File: src/rtl/nes_pkg.sv
// -----------------------------------------------------------------------------
// nes_pkg
//   Shared definitions for the NES pad emulator and the NES reader.
//   - Button indices follow the order on the wire: A first, Right last.
//   - nes_pad_state_t is the state type of the pad-side (4021-like) FSM.
//   - next_bit_index() advances a bit index and saturates it at NES_BITS,
//     which means "all eight buttons already shifted out".
// -----------------------------------------------------------------------------
package nes_pkg;

  localparam int NES_BITS   = 8;

  localparam int BTN_A      = 0;
  localparam int BTN_B      = 1;
  localparam int BTN_SELECT = 2;
  localparam int BTN_START  = 3;
  localparam int BTN_UP     = 4;
  localparam int BTN_DOWN   = 5;
  localparam int BTN_LEFT   = 6;
  localparam int BTN_RIGHT  = 7;

  typedef enum logic [1:0] {
    IDLE,
    LOAD,
    SHIFT,
    DONE
  } nes_pad_state_t;

  // Index of the next bit to be presented; sticks at NES_BITS once exhausted.
  function automatic logic [3:0] next_bit_index(input logic [3:0] idx);
    if (idx >= 4'(NES_BITS)) begin
      return 4'(NES_BITS);
    end
    return idx + 4'd1;
  endfunction

endpackage

File: src/rtl/sync_edge.sv
// -----------------------------------------------------------------------------
// sync_edge
//   Brings an asynchronous level into the clk domain through a chain of
//   STAGES flops and flags its rising edge.
//
//   Ports
//     clk      in   system clock
//     rst      in   asynchronous active-high reset (all flops cleared)
//     i_async  in   level asynchronous to clk
//     o_level  out  synchronized level (last flop of the chain)
//     o_rise   out  one-cycle strobe, high in the first cycle o_level is 1
//
//   STAGES must be at least 2 to give metastability time to resolve.
// -----------------------------------------------------------------------------
module sync_edge #(
  parameter int STAGES = 2
) (
  input  logic clk,
  input  logic rst,
  input  logic i_async,
  output logic o_level,
  output logic o_rise
);

  logic [STAGES-1:0] r_sync;
  logic              r_level_d;

  // NOTE: every flop here is written with <= so that all stages sample their
  // predecessor's old value on the same edge; with = the chain would collapse
  // into a single flop.
  always_ff @(posedge clk or posedge rst) begin
    if (rst) begin
      r_sync    <= '0;
      r_level_d <= 1'b0;
    end else begin
      r_sync    <= {r_sync[STAGES-2:0], i_async};
      r_level_d <= r_sync[STAGES-1];
    end
  end

  assign o_level = r_sync[STAGES-1];
  assign o_rise  = r_sync[STAGES-1] & ~r_level_d;

endmodule

File: src/rtl/nes_pad_emulator.sv
// -----------------------------------------------------------------------------
// nes_pad_emulator
//   Device side of the NES controller serial protocol. Behaves like the pad's
//   4021 parallel-in/serial-out register: while the host holds latch high the
//   button snapshot is reloaded continuously; after latch falls each rising
//   edge of pulse presents the next button on data (active low on the wire).
//
//   Ports
//     clk         in   system clock
//     rst         in   asynchronous active-high reset
//     buttons_in  in   [0:7] active-high buttons: A,B,Select,Start,Up,Down,
//                      Left,Right
//     latch_in    in   host latch, asynchronous to clk
//     pulse_in    in   host clock pulse, asynchronous to clk
//     data_out    out  serial data, 0 = pressed, registered
//     frame_done  out  one-cycle strobe when Right (last bit) is presented
//     bit_index   out  index of the presented bit, 0..7; 8 = exhausted
//     host_idle   out  high while no latch edge was seen for IDLE_TIMEOUT
//                      cycles
//
//   A pin edge reaches data_out after SYNC_STAGES (synchronizer) + 1 (FSM /
//   shift register) + 1 (output register) clk cycles.
// -----------------------------------------------------------------------------
module nes_pad_emulator
  import nes_pkg::*;
#(
  parameter int SYNC_STAGES  = 2,
  parameter int IDLE_TIMEOUT = 1_000_000
) (
  input  logic                clk,
  input  logic                rst,
  input  logic [0:NES_BITS-1] buttons_in,
  input  logic                latch_in,
  input  logic                pulse_in,
  output logic                data_out,
  output logic                frame_done,
  output logic [3:0]          bit_index,
  output logic                host_idle
);

  localparam int CNT_W = (IDLE_TIMEOUT < 1) ? 1 : $clog2(IDLE_TIMEOUT + 1);
  localparam logic [CNT_W-1:0] IDLE_MAX = CNT_W'(IDLE_TIMEOUT);

  // ---------------------------------------------------------------------------
  // Synchronizers
  // ---------------------------------------------------------------------------
  logic w_latch_level;
  logic w_latch_rise;
  logic w_pulse_rise;

  sync_edge #(
    .STAGES (SYNC_STAGES)
  ) u_sync_latch (
    .clk     (clk),
    .rst     (rst),
    .i_async (latch_in),
    .o_level (w_latch_level),
    .o_rise  (w_latch_rise)
  );

  // Only edges of pulse matter; its synchronized level has no consumer.
  sync_edge #(
    .STAGES (SYNC_STAGES)
  ) u_sync_pulse (
    .clk     (clk),
    .rst     (rst),
    .i_async (pulse_in),
    .o_level (),
    .o_rise  (w_pulse_rise)
  );

  // ---------------------------------------------------------------------------
  // Shift-register FSM
  // ---------------------------------------------------------------------------
  nes_pad_state_t      r_state;
  nes_pad_state_t      w_state_next;
  logic [0:NES_BITS-1] r_sreg;
  logic [0:NES_BITS-1] w_sreg_next;
  logic [3:0]          r_bit_index;
  logic [3:0]          w_bit_index_next;
  logic                r_frame_done;
  logic                w_frame_done_next;
  logic                r_data;

  always_ff @(posedge clk or posedge rst) begin
    if (rst) begin
      r_state      <= IDLE;
      r_sreg       <= '1;
      r_bit_index  <= '0;
      r_frame_done <= 1'b0;
      r_data       <= 1'b1;
    end else begin
      r_state      <= w_state_next;
      r_sreg       <= w_sreg_next;
      r_bit_index  <= w_bit_index_next;
      r_frame_done <= w_frame_done_next;
      r_data       <= r_sreg[BTN_A];
    end
  end

  // NOTE: every signal written here gets a default before any branch; a path
  // that skipped one would make synthesis infer a latch to hold it.
  always_comb begin
    w_state_next      = r_state;
    w_sreg_next       = r_sreg;
    w_bit_index_next  = r_bit_index;
    w_frame_done_next = 1'b0;

    if (w_latch_level) begin
      // Parallel mode dominates: reload every cycle, ignore pulse, and abort
      // any frame in progress without signalling frame_done.
      w_state_next     = LOAD;
      w_sreg_next      = ~buttons_in;
      w_bit_index_next = '0;
    end else begin
      case (r_state)
        IDLE: begin
          // Nothing to shift until the host latches once.
        end

        LOAD: begin
          // Latch fell: hold the last loaded snapshot, A is already on sreg[0].
          w_state_next = SHIFT;
        end

        SHIFT: begin
          if (w_pulse_rise) begin
            w_sreg_next      = {r_sreg[BTN_B:BTN_RIGHT], 1'b0};
            w_bit_index_next = next_bit_index(r_bit_index);
            if (r_bit_index == 4'(BTN_RIGHT - 1)) begin
              w_frame_done_next = 1'b1;
              w_state_next      = DONE;
            end
          end
        end

        DONE: begin
          // Zeros keep shifting in, like the pad's grounded serial input.
          if (w_pulse_rise) begin
            w_sreg_next      = {r_sreg[BTN_B:BTN_RIGHT], 1'b0};
            w_bit_index_next = next_bit_index(r_bit_index);
          end
        end

        default: begin
          w_state_next = IDLE;
        end
      endcase
    end
  end

  // ---------------------------------------------------------------------------
  // Host idle watchdog
  // ---------------------------------------------------------------------------
  logic [CNT_W-1:0] r_idle_cnt;
  logic [CNT_W-1:0] w_idle_cnt_inc;
  logic             r_host_idle;

  assign w_idle_cnt_inc = r_idle_cnt + CNT_W'(1);

  // host_idle starts high: after reset no host has been seen yet. It only
  // rises again once a full timeout elapses after a latch edge.
  always_ff @(posedge clk or posedge rst) begin
    if (rst) begin
      r_idle_cnt  <= '0;
      r_host_idle <= 1'b1;
    end else if (w_latch_rise) begin
      r_idle_cnt  <= '0;
      r_host_idle <= 1'b0;
    end else if (r_idle_cnt != IDLE_MAX) begin
      r_idle_cnt <= w_idle_cnt_inc;
      if (w_idle_cnt_inc == IDLE_MAX) begin
        r_host_idle <= 1'b1;
      end
    end
  end

  assign data_out   = r_data;
  assign frame_done = r_frame_done;
  assign bit_index  = r_bit_index;
  assign host_idle  = r_host_idle;

endmodule

File: config.mk
export PLATFORM = sky130hd
export DESIGN_NAME = nes_pad_emulator
export DESIGN_NICKNAME = d
export VERILOG_FILES = /design/src/rtl/nes_pkg.sv /design/src/rtl/sync_edge.sv /design/src/rtl/nes_pad_emulator.sv
export SDC_FILE = /design/constraint.sdc
export NUM_CORES = 1
export LEC_CHECK = 0
export CAP_MARGIN = 40
export CORE_ASPECT_RATIO = 0.75
export CORE_MARGIN = 5
export CORE_UTILIZATION = 35
export CTS_BUF_LIST = sky130_fd_sc_hd__clkbuf_4 sky130_fd_sc_hd__clkbuf_8
export CTS_CLUSTER_DIAMETER = 120
export DETAILED_ROUTE_END_ITERATION = 16
export DONT_BUFFER_PORTS = 1
export GPL_TIMING_DRIVEN = 0
export HOLD_SLACK_MARGIN = 0.05
export SLEW_MARGIN = 20
export SYNTH_ARGS = -nofsm -noshare
export SYNTH_HDL_FRONTEND = slang
export SYNTH_SLANG_ARGS = --single-unit
export TNS_END_PERCENT = 1
File: constraint.sdc
create_clock -name clk -period 5.55 [get_ports clk]
set_clock_uncertainty 0.05 [all_clocks]
set_input_delay 0.555 -clock clk [delete_from_list [all_inputs] [get_ports clk]]
set_output_delay 0.555 -clock clk [all_outputs]
set_load 0.05 [all_outputs]
; ---- Word level (Yosys, flattened, before mapping)
; Cells that the tools add are included.
[totals]
in_bits = 12
out_inout_bits = 7
word_cells = 68
regBits = 43
[op_classes]
reduce_logical = 11
mux = 29
bitwise_logic = 5
order_cmp = 1
add_sub_neg = 2
eq_ne = 9
[op_table]
columns = operator, count
row1 = $mux W20, 2
row2 = $mux W4, 6
row3 = $mux W8, 3
row4 = $add A20 B1 Y20 const B, 1
row5 = $eq A20 B20 Y1 const B, 1
row6 = $ne A20 B20 Y1 const B, 1
row7 = $mux W1, 13
row8 = $not A8 Y8, 1
row9 = $pmux W4 S2, 1
row10 = $reduce_bool A2 Y1, 4
row11 = $mux W2, 3
row12 = $ne A3 B1 Y1 const B, 2
row13 = $reduce_and A3 Y1, 2
row14 = $reduce_bool A3 Y1, 2
row15 = $add A4 B1 Y4 const B, 1
row16 = $eq A2 B2 Y1 const B, 2
row17 = $eq A4 B3 Y1 const B, 1
row18 = $ge A4 B4 Y1 const B, 1
row19 = $pmux W2 S2, 1
row20 = $reduce_and A2 Y1, 2
row21 = $ne A3 B2 Y1 const B, 1
row22 = $and A1 B1 Y1, 2
row23 = $eq A2 B1 Y1 const B, 1
row24 = $not A1 Y1, 2
row25 = $reduce_or A2 Y1, 1

; ---- Depth between registers and ports, before layout
[logic_depth]
ltp_word = 9
mapped_depth = 8
ltp_nobuf = 8

; ---- Modules after synthesis
; A second synthesis with hierarchy kept.
[hier_totals]
hier_cells = 227
area_unflattened_um2 = 2270.9
[by_module_without_submodules]
columns = mod, cells_each, instances, area_each_um2
row1 = nes_pad_emulator, 217, 1, 2085.8
row2 = sync_edge, 5, 2, 92.6

; ---- Worst setup path after synthesis
; No wires, ideal clock.
[synth_timing]
path_kind = register to register
from = reg r_idle_cnt[1]
to = reg r_host_idle, in the netlist host_idle
path_stages_with_launch = 7
required_ps = 5409
arrival_time_ps = 1620
path_slack_ps = 3789
path_buffers = 0
cell_sequence = dfrtp_1 > ha_1 > nand3_2 > nor3_1 > a31o_1 > o2111ai_1 > o31ai_1
[synth_via]
elab_chain_len = 4
[synth_rtl]
columns = element, line
row1 = "start, declared", nes_pad_emulator.sv:155  ; logic [CNT_W-1:0] r_idle_cnt;
row2 = "start signal, assigned", nes_pad_emulator.sv:171  ; r_idle_cnt <= w_idle_cnt_inc;
row3 = $add A20 B1 Y20, nes_pad_emulator.sv:159  ; assign w_idle_cnt_inc = r_idle_cnt + CNT_W'(1);
row4 = $eq A20 B20 Y1, nes_pad_emulator.sv:172  ; if (w_idle_cnt_inc == IDLE_MAX) begin
row5 = $reduce_bool A2 Y1 (no source line), n/a
row6 = $reduce_and A2 Y1 (no source line) (*), n/a
row7 = "end signal, assigned", nes_pad_emulator.sv:166  ; r_host_idle <= 1'b1;
row8 = "end signal, assigned", nes_pad_emulator.sv:169  ; r_host_idle <= 1'b0;
row9 = "end signal, assigned", nes_pad_emulator.sv:173  ; r_host_idle <= 1'b1;
row10 = "end, declared", nes_pad_emulator.sv:157  ; logic r_host_idle;
; Mark *: on every way between the ends. The rest lies on a longest branch, timed or not.
; A chain may end at the register's enable or synchronous reset.

; ---- Final worst setup path
[layout_timing]
from = reg r_idle_cnt[0]
to = reg r_host_idle, in the netlist host_idle
; Same word-level chain as after synthesis.

==> impl_summary.md <==
Placement
The placed cell area is 2440 sq um. The placer congestion estimate is 0.792. During placement, the flow inserted port buffers numbering 0. The worst setup timing slack at the placement stage is approximately 3.5 ns. The post-DP HPWL is 3.33 mm.

Power and ir drop
The share of total power consumed by net switching is 28.8%. The leakage dissipation is just over 0.001 uW. The share of total power dissipated in the clock network is 31.8%.

The sequential power share is 50.2%. Per report_power, the combinational group accounts for 18.1% of the total. The internal power of the cells is 556 uW. The worst-case IR drop observed on VDD is 0.121 mV. Dividing total power by cell area gives a power density of about 300 nW/um^2. The power dissipated by switching net loads is 225 uW.

STA
The tightest hold path in the finished design has a slack of 0.107 ns. The maximum clock frequency is roughly 0.47 GHz. The number of setup violations in the final report is 0. Subtracting the final worst setup slack from the clock period gives between 2 and 2.5 ns. The worst path meets setup with 3.42 ns of slack. The final hold violation count came to 0. The max-slew violation count came to 0.

For the pin with the worst max-slew slack, the measured transition is 0.606 ns. Dividing the final minimum period by the clock period gives 38.4%. Setup repair after global routing left no endpoint under its margin.

For the final routed database, the setup TNS stands at 0 ns. The worst pin sits at a relative slew slack of 59.6%.

Logic synthesis
The portion of the post-synthesis area used by sequential elements is between 40% and 50%. The number of nets in the synthesized netlist is 245. In the synthesized netlist the async set-or-reset flop fraction comes to 100%. The number of instances in the synthesized netlist is 225. The cell taking the most area after synthesis is dfrtp_1.

During synthesis, Yosys emitted a total of 0 warnings. The most frequently used flop master after synthesis is dfrtp_1. The fraction of synthesized cell area taken by the top area cell type is 35.7%.

The number of different library cells used by synthesis comes to 51. Dividing the synthesized area by the synthesized cell count gives 10.3 sq um. The mapped netlist covers approximately 2300 sq um. After synthesis, the cell types taking the most area are dfrtp_1, dfstp_2, nor2_1, ha_1, xor2_1. The register bit count reported by yosys is 43. The number of enable-type register cells in the synthesized netlist is 0.

Detailed routing
The average vias per placed instance is 5.07. After detailed routing, the total wire length is between 4 and 5 mm. The routed via count is 1597. The routed length per placed instance is 14.0 um. The first routing iteration left roughly 80 violations. The number of DRC violations after detailed routing is 0. The number of antenna-violating nets in the routed design is 0. The first detailed-routing pass ran for 4 iterations.

CTS
The later-pin clock latency in the skew report is 0.29 ns. The CTS tree is built. The maximum clock insertion buffer count is 2. In this run, post-CTS hold repair placed 0 buffers. The post-cts repair resize count is 0. Clock-pin slew was measured on the worst setup and hold paths at 0.08 ns.

The H-tree was split into 2 levels. The clock sink count is between 40 and 50. The clock buffer count from CTS is 5. The number of buffers inserted by post-CTS setup repair is 0. The cell sitting at the root of the clock tree is a clkbuf_8.

Global routing
In the global route stage, overall resource usage came out at 11.6%. Summed over all layers, the global routing overflow is 0. The first global-routing pass estimated 7.82 mm of wire. The number of global-route vias before repair is between 1500 and 2000. The number of antenna violations at the first check in global routing is 0.

The largest net degree at the start of global routing is 24.

Critical path
The critical path class is register to register. Data on the critical path arrives at its endpoint at 2.28 ns. The nature of the critical path endpoint is a register.

The category of the worst setup path launch point is a register. The maximum fanout along the worst path is 6. The critical path required time is 5.70 ns.

Die
From bottom edge to top edge, the die measures about 80 um. The area of the core is 6350 sq um. The row count is 25. The area of the die is 8340 sq um. The initial utilization of the core area, before any placement, comes to a little over a third. In this run the horizontal extent of the chip is around 100 um. The number of top-level design ports is 19.

Flow run
The reported max-cap violation count is 0.

Cells and area
The sequential cell area is 1090 sq um. The growth of design area from synthesis to finish is 10.5%. In the final layout, the share of cells above drive strength 1 is 17.1%.

The net count of the finished layout is between 200 and 300. Fill cells in the final layout number 606. The combined area of the multi-input logic cells is 1130 sq um.

With fillers left out, the area of the finished cells amounts to approximately 2600 sq um. The count of inserted antenna diode cells is 0.

Outcome
The run finished with clean final reports.

Worst hold path
In this run the worst hold path is classified as primary input to asynchronous set/reset pin.
-- registers in the layout (all words and copies together), names as in the netlist --
register                cells
frame_done                  1
r_sreg                      8
r_state                     2
u_sync_latch.r_level_d      1
data_out                    1
bit_index                   4
r_idle_cnt                 20
u_sync_pulse.r_sync         2
u_sync_latch.r_sync         2
u_sync_pulse.r_level_d      1
host_idle                   1
-- synth_stat cells, types with 2 or more instances --
| cell | count |
|---|---|
| a211oi_1 | 7 |
| a21oi_1 | 12 |
| and2_1 | 9 |
| buf_6 | 3 |
| clkbuf_1 | 4 |
| dfrtp_1 | 33 |
| dfstp_2 | 10 |
| ha_1 | 8 |
| inv_1 | 7 |
| mux2i_1 | 4 |
| nand2_1 | 13 |
| nand2_2 | 2 |
| nand2b_1 | 3 |
| nand3_1 | 9 |
| nand3_2 | 2 |
| nand3b_1 | 3 |
| nand4_1 | 4 |
| nand4b_1 | 3 |
| nor2_1 | 30 |
| nor2b_1 | 2 |
| nor3_1 | 3 |
| nor3b_1 | 2 |
| nor4_1 | 2 |
| nor4b_1 | 3 |
| o21ai_0 | 3 |
| xnor2_1 | 9 |
| xor2_1 | 11 |
-- per-layer routing --
metal	vias up	global-route usage (%)	share of wire, %
met4	0	3.49	1.0
met1	778	17.4	55
met2	21	16.2	40
met3	5	3.05	3.9
li1	793	-	-
met5	-	0	0
-- path summary, 6_finish.rpt --
check / endpoint / slack, ns / start / cells past startpoint
max reg2reg: host_idle$_DFFE_PP1P_ / 3.42 / r_idle_cnt[0]$_DFFE_PP0P_ / 6
max: host_idle$_DFFE_PP1P_ / 3.42 / r_idle_cnt[0]$_DFFE_PP0P_ / 6
min reg2reg: u_sync_pulse.r_sync[1]$_DFF_PP0_ / 0.30 / u_sync_pulse.r_sync[0]$_DFF_PP0_ / 0
max in group asynchronous: r_sreg[7]$_DFFE_PP1P_ / 4.78 / rst / 2
min: r_idle_cnt[18]$_DFFE_PP0P_ / 0.11 / rst / 1
min in group clk: u_sync_pulse.r_sync[0]$_DFF_PP0_ / 0.23 / pulse_in / 0
-- metrics by stage --
step           cells  power [uW]  utilization [%]
6_report         315         781             40.2
5_1_grt          315         837             40.2
4_1_cts          315         792             40.2
3_5_place_dp     307         540             38.4
3_3_place_gp     306         533             38.0
2_1_floorplan    225         506                -
-- final cells by class --
cell class                      count  area share, %
Clock inverter                      2           1.47
Multi-Input combinational cell    165           44.2
Tap cell                           81           3.97
Timing Repair Buffer                1           1.08
Sequential cell                    43           42.6
Buffer                             10           2.60
Inverter                            7           1.03
Clock buffer                        6           2.99
-- cell usage in the layout (no fill, tap or decap), types with 6 or more instances in the layout --
master,n
a21oi_1,12
nand2_1,13
and2_1,9
xnor2_1,9
dfrtp_1,33
ha_1,8
xor2_1,11
nor2_1,30
a211oi_1,7
inv_1,6
dfstp_2,10
nand3_1,9
-- power by group through the flow --
stage                     Clock (uW)  Combinational (uW)  Sequential (uW)
after floorplan                    0                 116              390
after global placement             0                 136              397
after detailed placement           0                 142              398
after CTS                        256                 143              392
after global routing             275                 164              398
final                            248                 141              392
-- cells by family (layout without fill, tap and decap cells) --
kind of cell	count (synthesis)	count (layout)	share of synthesized area, %
AO/OA/AOI/OAI	31	31	9.10
XOR/XNOR	20	20	7.58
adder cells (fa/ha/maj)	8	8	4.33
buffers and inverters	17	26	4.01
flip-flops	43	43	47.1
multiplexers	4	4	1.73
AND/OR/NAND/NOR	102	102	26.2
-- worst max-delay path, cell delays in order (launching register included) --
cell and delay, ns:
dfrtp_1 0.43, ha_1 0.30, nor4_1 0.29, a31oi_1 0.08, nor4b_1 0.41, o2111ai_1 0.20
o31ai_1 0.29
No activity file was read; power rests on OpenSTA's default activity.
